===== src/rtl/acc_pkg.sv =====
// Shared types for the chunked accumulator: request modes and FSM states.
// Imported by chunk_adder and seq_chunk_accumulator.
package acc_pkg;

  typedef enum logic [1:0] {
    M_ADD = 2'b00,
    M_SUB = 2'b01,
    M_ACC = 2'b10,
    M_CLR = 2'b11
  } mode_e;

  typedef enum logic [1:0] {
    S_IDLE = 2'b00,
    S_RUN  = 2'b01,
    S_DONE = 2'b10
  } state_e;

endpackage


===== src/rtl/chunk_adder.sv =====
// CHUNK-bit combinational adder slice.
// Ports: x, y, cin in; sum, cout, c_msb (carry into the top bit) out.
module chunk_adder #(
  parameter int CHUNK = 8
) (
  input  logic [CHUNK-1:0] x,
  input  logic [CHUNK-1:0] y,
  input  logic             cin,
  output logic [CHUNK-1:0] sum,
  output logic             cout,
  output logic             c_msb
);

  assign {cout, sum} = {1'b0, x} + {1'b0, y} + {{CHUNK{1'b0}}, cin};

  // The carry into the top bit is recovered from that bit's sum.
  assign c_msb = sum[CHUNK-1] ^ x[CHUNK-1] ^ y[CHUNK-1];

endmodule


===== src/rtl/seq_chunk_accumulator.sv =====
// Multi-cycle add/sub/accumulate unit, CHUNK bits per clock, LSB first.
// Ports: i_clk, i_rst, valid/ready request (i_mode, i_va, i_vb, i_c0), result o_v/flags/o_acc.
module seq_chunk_accumulator
  import acc_pkg::*;
#(
  parameter int WIDTH = 32,
  parameter int CHUNK = 8
) (
  input  logic             i_clk,
  input  logic             i_rst,
  input  logic             i_valid,
  output logic             o_ready,
  input  logic [1:0]       i_mode,
  input  logic [WIDTH-1:0] i_va,
  input  logic [WIDTH-1:0] i_vb,
  input  logic             i_c0,
  output logic             o_valid,
  output logic [WIDTH-1:0] o_v,
  output logic             o_c,
  output logic             o_ovf,
  output logic             o_zero,
  output logic [WIDTH-1:0] o_acc
);

  localparam int NCHUNK = WIDTH / CHUNK;
  localparam int CW = (NCHUNK > 1) ? $clog2(NCHUNK) : 1;
  localparam logic [CW-1:0] LAST = CW'(NCHUNK - 1);

  state_e state, state_n;
  mode_e  mode, req;

  logic [WIDTH-1:0] x, y, res, full;
  logic [CHUNK-1:0] xs, ys, sum;
  logic [CW-1:0]    cnt;
  logic             carry, cout, c_msb;
  logic             accept, last;

  assign req     = mode_e'(i_mode);
  assign o_ready = (state != S_RUN);
  assign o_valid = (state == S_DONE);
  assign accept  = i_valid && o_ready;
  assign last    = (state == S_RUN) && (cnt == LAST);

  assign xs = x[cnt*CHUNK +: CHUNK];
  assign ys = y[cnt*CHUNK +: CHUNK];

  chunk_adder #(.CHUNK(CHUNK)) u_add (
    .x     (xs),
    .y     (ys),
    .cin   (carry),
    .sum   (sum),
    .cout  (cout),
    .c_msb (c_msb)
  );

  // Partial result with the current chunk merged in.
  always_comb begin
    full = res;
    full[cnt*CHUNK +: CHUNK] = sum;
  end

  always_comb begin
    state_n = state;
    if (state == S_RUN) begin
      if (cnt == LAST) state_n = S_DONE;
    end else if (accept) begin
      state_n = (req == M_CLR) ? S_DONE : S_RUN;
    end else begin
      state_n = S_IDLE;
    end
  end

  always_ff @(posedge i_clk) begin
    if (i_rst) state <= S_IDLE;
    else       state <= state_n;
  end

  always_ff @(posedge i_clk) begin
    if (i_rst) begin
      mode   <= M_ADD;
      x      <= '0;
      y      <= '0;
      res    <= '0;
      carry  <= 1'b0;
      cnt    <= '0;
      o_v    <= '0;
      o_c    <= 1'b0;
      o_ovf  <= 1'b0;
      o_zero <= 1'b1;
      o_acc  <= '0;
    end else if (accept) begin
      mode <= req;
      cnt  <= '0;
      unique case (req)
        M_ADD: begin
          x     <= i_va;
          y     <= i_vb;
          carry <= i_c0;
        end
        M_SUB: begin
          x     <= i_va;
          y     <= ~i_vb;
          carry <= 1'b1;
        end
        M_ACC: begin
          x     <= o_acc;
          y     <= i_va;
          carry <= i_c0;
        end
        M_CLR: begin
          o_v    <= '0;
          o_acc  <= '0;
          o_c    <= 1'b0;
          o_ovf  <= 1'b0;
          o_zero <= 1'b1;
        end
      endcase
    end else if (state == S_RUN) begin
      res   <= full;
      carry <= cout;
      cnt   <= cnt + CW'(1);
      if (last) begin
        o_v    <= full;
        o_c    <= cout;
        o_ovf  <= cout ^ c_msb;
        o_zero <= (full == '0);
        if (mode == M_ACC) o_acc <= full;
      end
    end
  end

endmodule


===== config.mk =====
export PLATFORM = sky130hd
export DESIGN_NAME = seq_chunk_accumulator
export DESIGN_NICKNAME = d
export VERILOG_FILES = /design/src/rtl/acc_pkg.sv /design/src/rtl/chunk_adder.sv /design/src/rtl/seq_chunk_accumulator.sv
export SDC_FILE = /design/constraint.sdc
export NUM_CORES = 1
export LEC_CHECK = 0
export CAP_MARGIN = 20
export CORE_ASPECT_RATIO = 1.2
export CORE_MARGIN = 5
export CORE_UTILIZATION = 50
export CTS_BUF_LIST = sky130_fd_sc_hd__clkbuf_4
export CTS_CLUSTER_DIAMETER = 150
export CTS_CLUSTER_SIZE = 14
export DETAILED_ROUTE_END_ITERATION = 7
export GPL_ROUTABILITY_DRIVEN = 0
export PLACE_DENSITY = 0.76
export SLEW_MARGIN = 20
export SYNTH_ARGS = -nofsm -noshare
export SYNTH_HDL_FRONTEND = slang
export SYNTH_SLANG_ARGS = --single-unit

===== constraint.sdc =====
create_clock -name i_clk -period 3.4 [get_ports i_clk]
set_input_delay 0.51 -clock i_clk [delete_from_list [all_inputs] [get_ports i_clk]]
set_output_delay 0.51 -clock i_clk [all_outputs]
set_load 0.03 [all_outputs]

==> results.cfg, run 1 <==
[timing]
period_needed_ps = 3250
setup_slack_ps = 147
fin_setup_tns_ps = 0
max_slew_margin = 0.509
skew_ps = 16.2
max_freq_ghz = 0.307
fin_crit_sh = 0.957
worstMarginPinSlew_ps = 736
finalHoldViolCount = 0
finalMaxSlewViolations = 0
setup_violations = 0

[clocking]
clk_path_buf_depth = 2
cts.sinks = 170
htree_levels = 4
hold_buffers = 0
clock_latency_ps = 580
root_buffer = clkbuf_4
cts_made_buffers = 17
clk_pin_slew_worst_paths_ps = 130
cts_tree = yes

[placed_design]
post-place-ws_ps = 213
portBuffers = 138
hpwl_mm = 19.5
dpl_cell_area_um2 = 10100

[power]
power_density_nw_per_um2 = 412
p_total_uw = 4280
p_leak_uw = 0.00365
ir_drop_v = 0.000213

[final_layout]
final_cell_mix = nand2_1, dfxtp_1, clkdlybuf4s50_1
nNetsFinal = 1227
n_fill_cell = 1520
final_common_cell = nand2_1
fin_area_um2 = 10400
drive_gt1_frac = 0.0843
syn_to_final_growth_pct = 21.9
final_core_util = 0.619

[detailed_routing]
drt-initial-drc-count = 858
ant_nets = 0
avgViaCountPerCell = 5.88
route.detailed.drc = 3
vias = 8036
firstDrtPassIters = 8
drt-total-wl_mm = 26.6
wl_per_cell_um = 19.4

[synth]
syn_area_um2 = 8520
synth-edff-count = 0
ys_ff_latch = 170
syn_area_per_cell_um2 = 8.24
syn_nets = 1123
yosysWarningCount = 0
ys_seq_area_frac = 0.399
async_reset_ff_frac = 0
synth_top_flop_cell = dfxtp_1
post_synth_num_cell_types = 60
synth_cells = 1034

[floorplan]
io_pins = 139
initial_core_util = 0.508
dieArea_um2 = 19800
fp-row-count = 52
die_width_um = 129
core_area_um2 = 16800
die_h_um = 153

[worst_setup_path]
required_ps = 3920
cp.arrival_ps = 3780
path_max_fanout = 4
crit_start = cnt[0]
critPathLaunchType = flop
crit_type = flop to flop
timing.rr.start = cnt[0]
end_kind = flop

[worst_hold_path]
worstHoldStart = i_rst
worstHoldPathType = input port to flop

[grt]
gr-total-overflow = 0
grt_pass1_wl_mm = 41.0
antenna_found_initial = 1
gr-usage-all-layers = 0.264
first_global_vias = 7401
grt_max_degree = 109

[job]
cap_violations = 0

[run_status]
status = finished, violations left
failed_checks = DRC
[power breakdown]
group / switching, µW / leakage (µW) / internal [µW]
registers: 61.8 / 0.00138 / 2080
clock network: 708 / 0.000148 / 519
logic: 533 / 0.00212 / 377
total: 1300 / 0.00365 / 2980
[worst max-delay path, stage by stage (launching register included)]
cell and delay (ps):
dfxtp_1 450, mux4_2 540, fa_1 450, inv_1 90
fa_1 200, xnor2_1 70, buf_4 160, a22oi_1 310
o2111ai_1 220, nor4_2 220, nand3_1 150, nor4_2 150
a311o_1 190
[state kept, by name, summed over array words and instances (netlist names)]
name,count
carry,1
cnt,2
mode,2
o_acc,32
o_c,1
o_ovf,1
o_v,32
o_zero,1
res,32
state,2
x,32
y,32
[cells by family after synthesis]
logic type	Yosys count	share of synthesized area
flops	170	0.399
fa+ha+maj	19	0.0297
buf+inv	96	0.0517
mux	48	0.0799
compound gates	263	0.203
simple gates	430	0.226
xor+xnor	8	0.0109
[metrics by stage]
stage,hold WS (ps),std cells
floorplan,429,1034
global placement,437,1335
detailed placement,443,1335
CTS,338,1366
global route,359,1367
finish,377,1367
[worst paths after layout]
check / to / slack (ps) / depth (start not counted)
min reg2reg: y[23] / 460 / 2
min: o_v[6] / 380 / 2
max: o_zero / 150 / 12
max reg2reg: o_zero / 150 / 12
[per-layer routing]
| layer | share of wire | vias to the layer above | GRT usage |
|---|---|---|---|
| met2 | 0.49 | 372 | 0.431 |
| met5 | 0 | - | 0 |
| met1 | 0.42 | 3774 | 0.349 |
| li1 | - | 3836 | - |
| met3 | 0.062 | 54 | 0.0461 |
| met4 | 0.030 | 0 | 0.0960 |
[layout make-up]
cell class | instances | area, µm² | share of cell area
Multi-Input combinational cell | 768 | 4700 | 0.453
Sequential cell | 170 | 3400 | 0.328
Clock buffer | 19 | 143 | 0.0137
Inverter | 14 | 55.1 | 0.00530
Tap cell | 216 | 270 | 0.0260
Timing Repair Buffer | 167 | 1660 | 0.160
Clock inverter | 12 | 150 | 0.0145
Antenna cell | 1 | 2.50 | 0.000241
[repair_timing]
item	in CTS	in global routing
resized for setup	0	2
setup endpoints to repair	0	1
buffers inserted	0	0
[cell usage after synthesis (6+ instances only)]
master,instances,area share
mux2i_1,32,0.038
clkbuf_1,45,0.020
nor2b_1,21,0.015
buf_2,23,0.014
o21ai_0,11,0.0065
nand2_1,194,0.085
inv_1,13,0.0057
nand3_1,36,0.021
a22oi_1,23,0.020
nor3_1,6,0.0035
o211ai_1,33,0.029
nor2_1,107,0.047
nand2b_1,39,0.029
dfxtp_1,170,0.40
o21a_1,6,0.0053
ha_1,17,0.025
and2_1,7,0.0051
a211oi_1,49,0.043
mux4_2,16,0.042
a21oi_1,109,0.064
Note: power is estimated with default switching activity, not from simulation.
==> run 2: changes to the inputs <==
Settings changed: CTS_CLUSTER_SIZE 14 to 28.
==> results of run 2 <==
The final DEF is identical to that of run 1; final timing and power are the same.
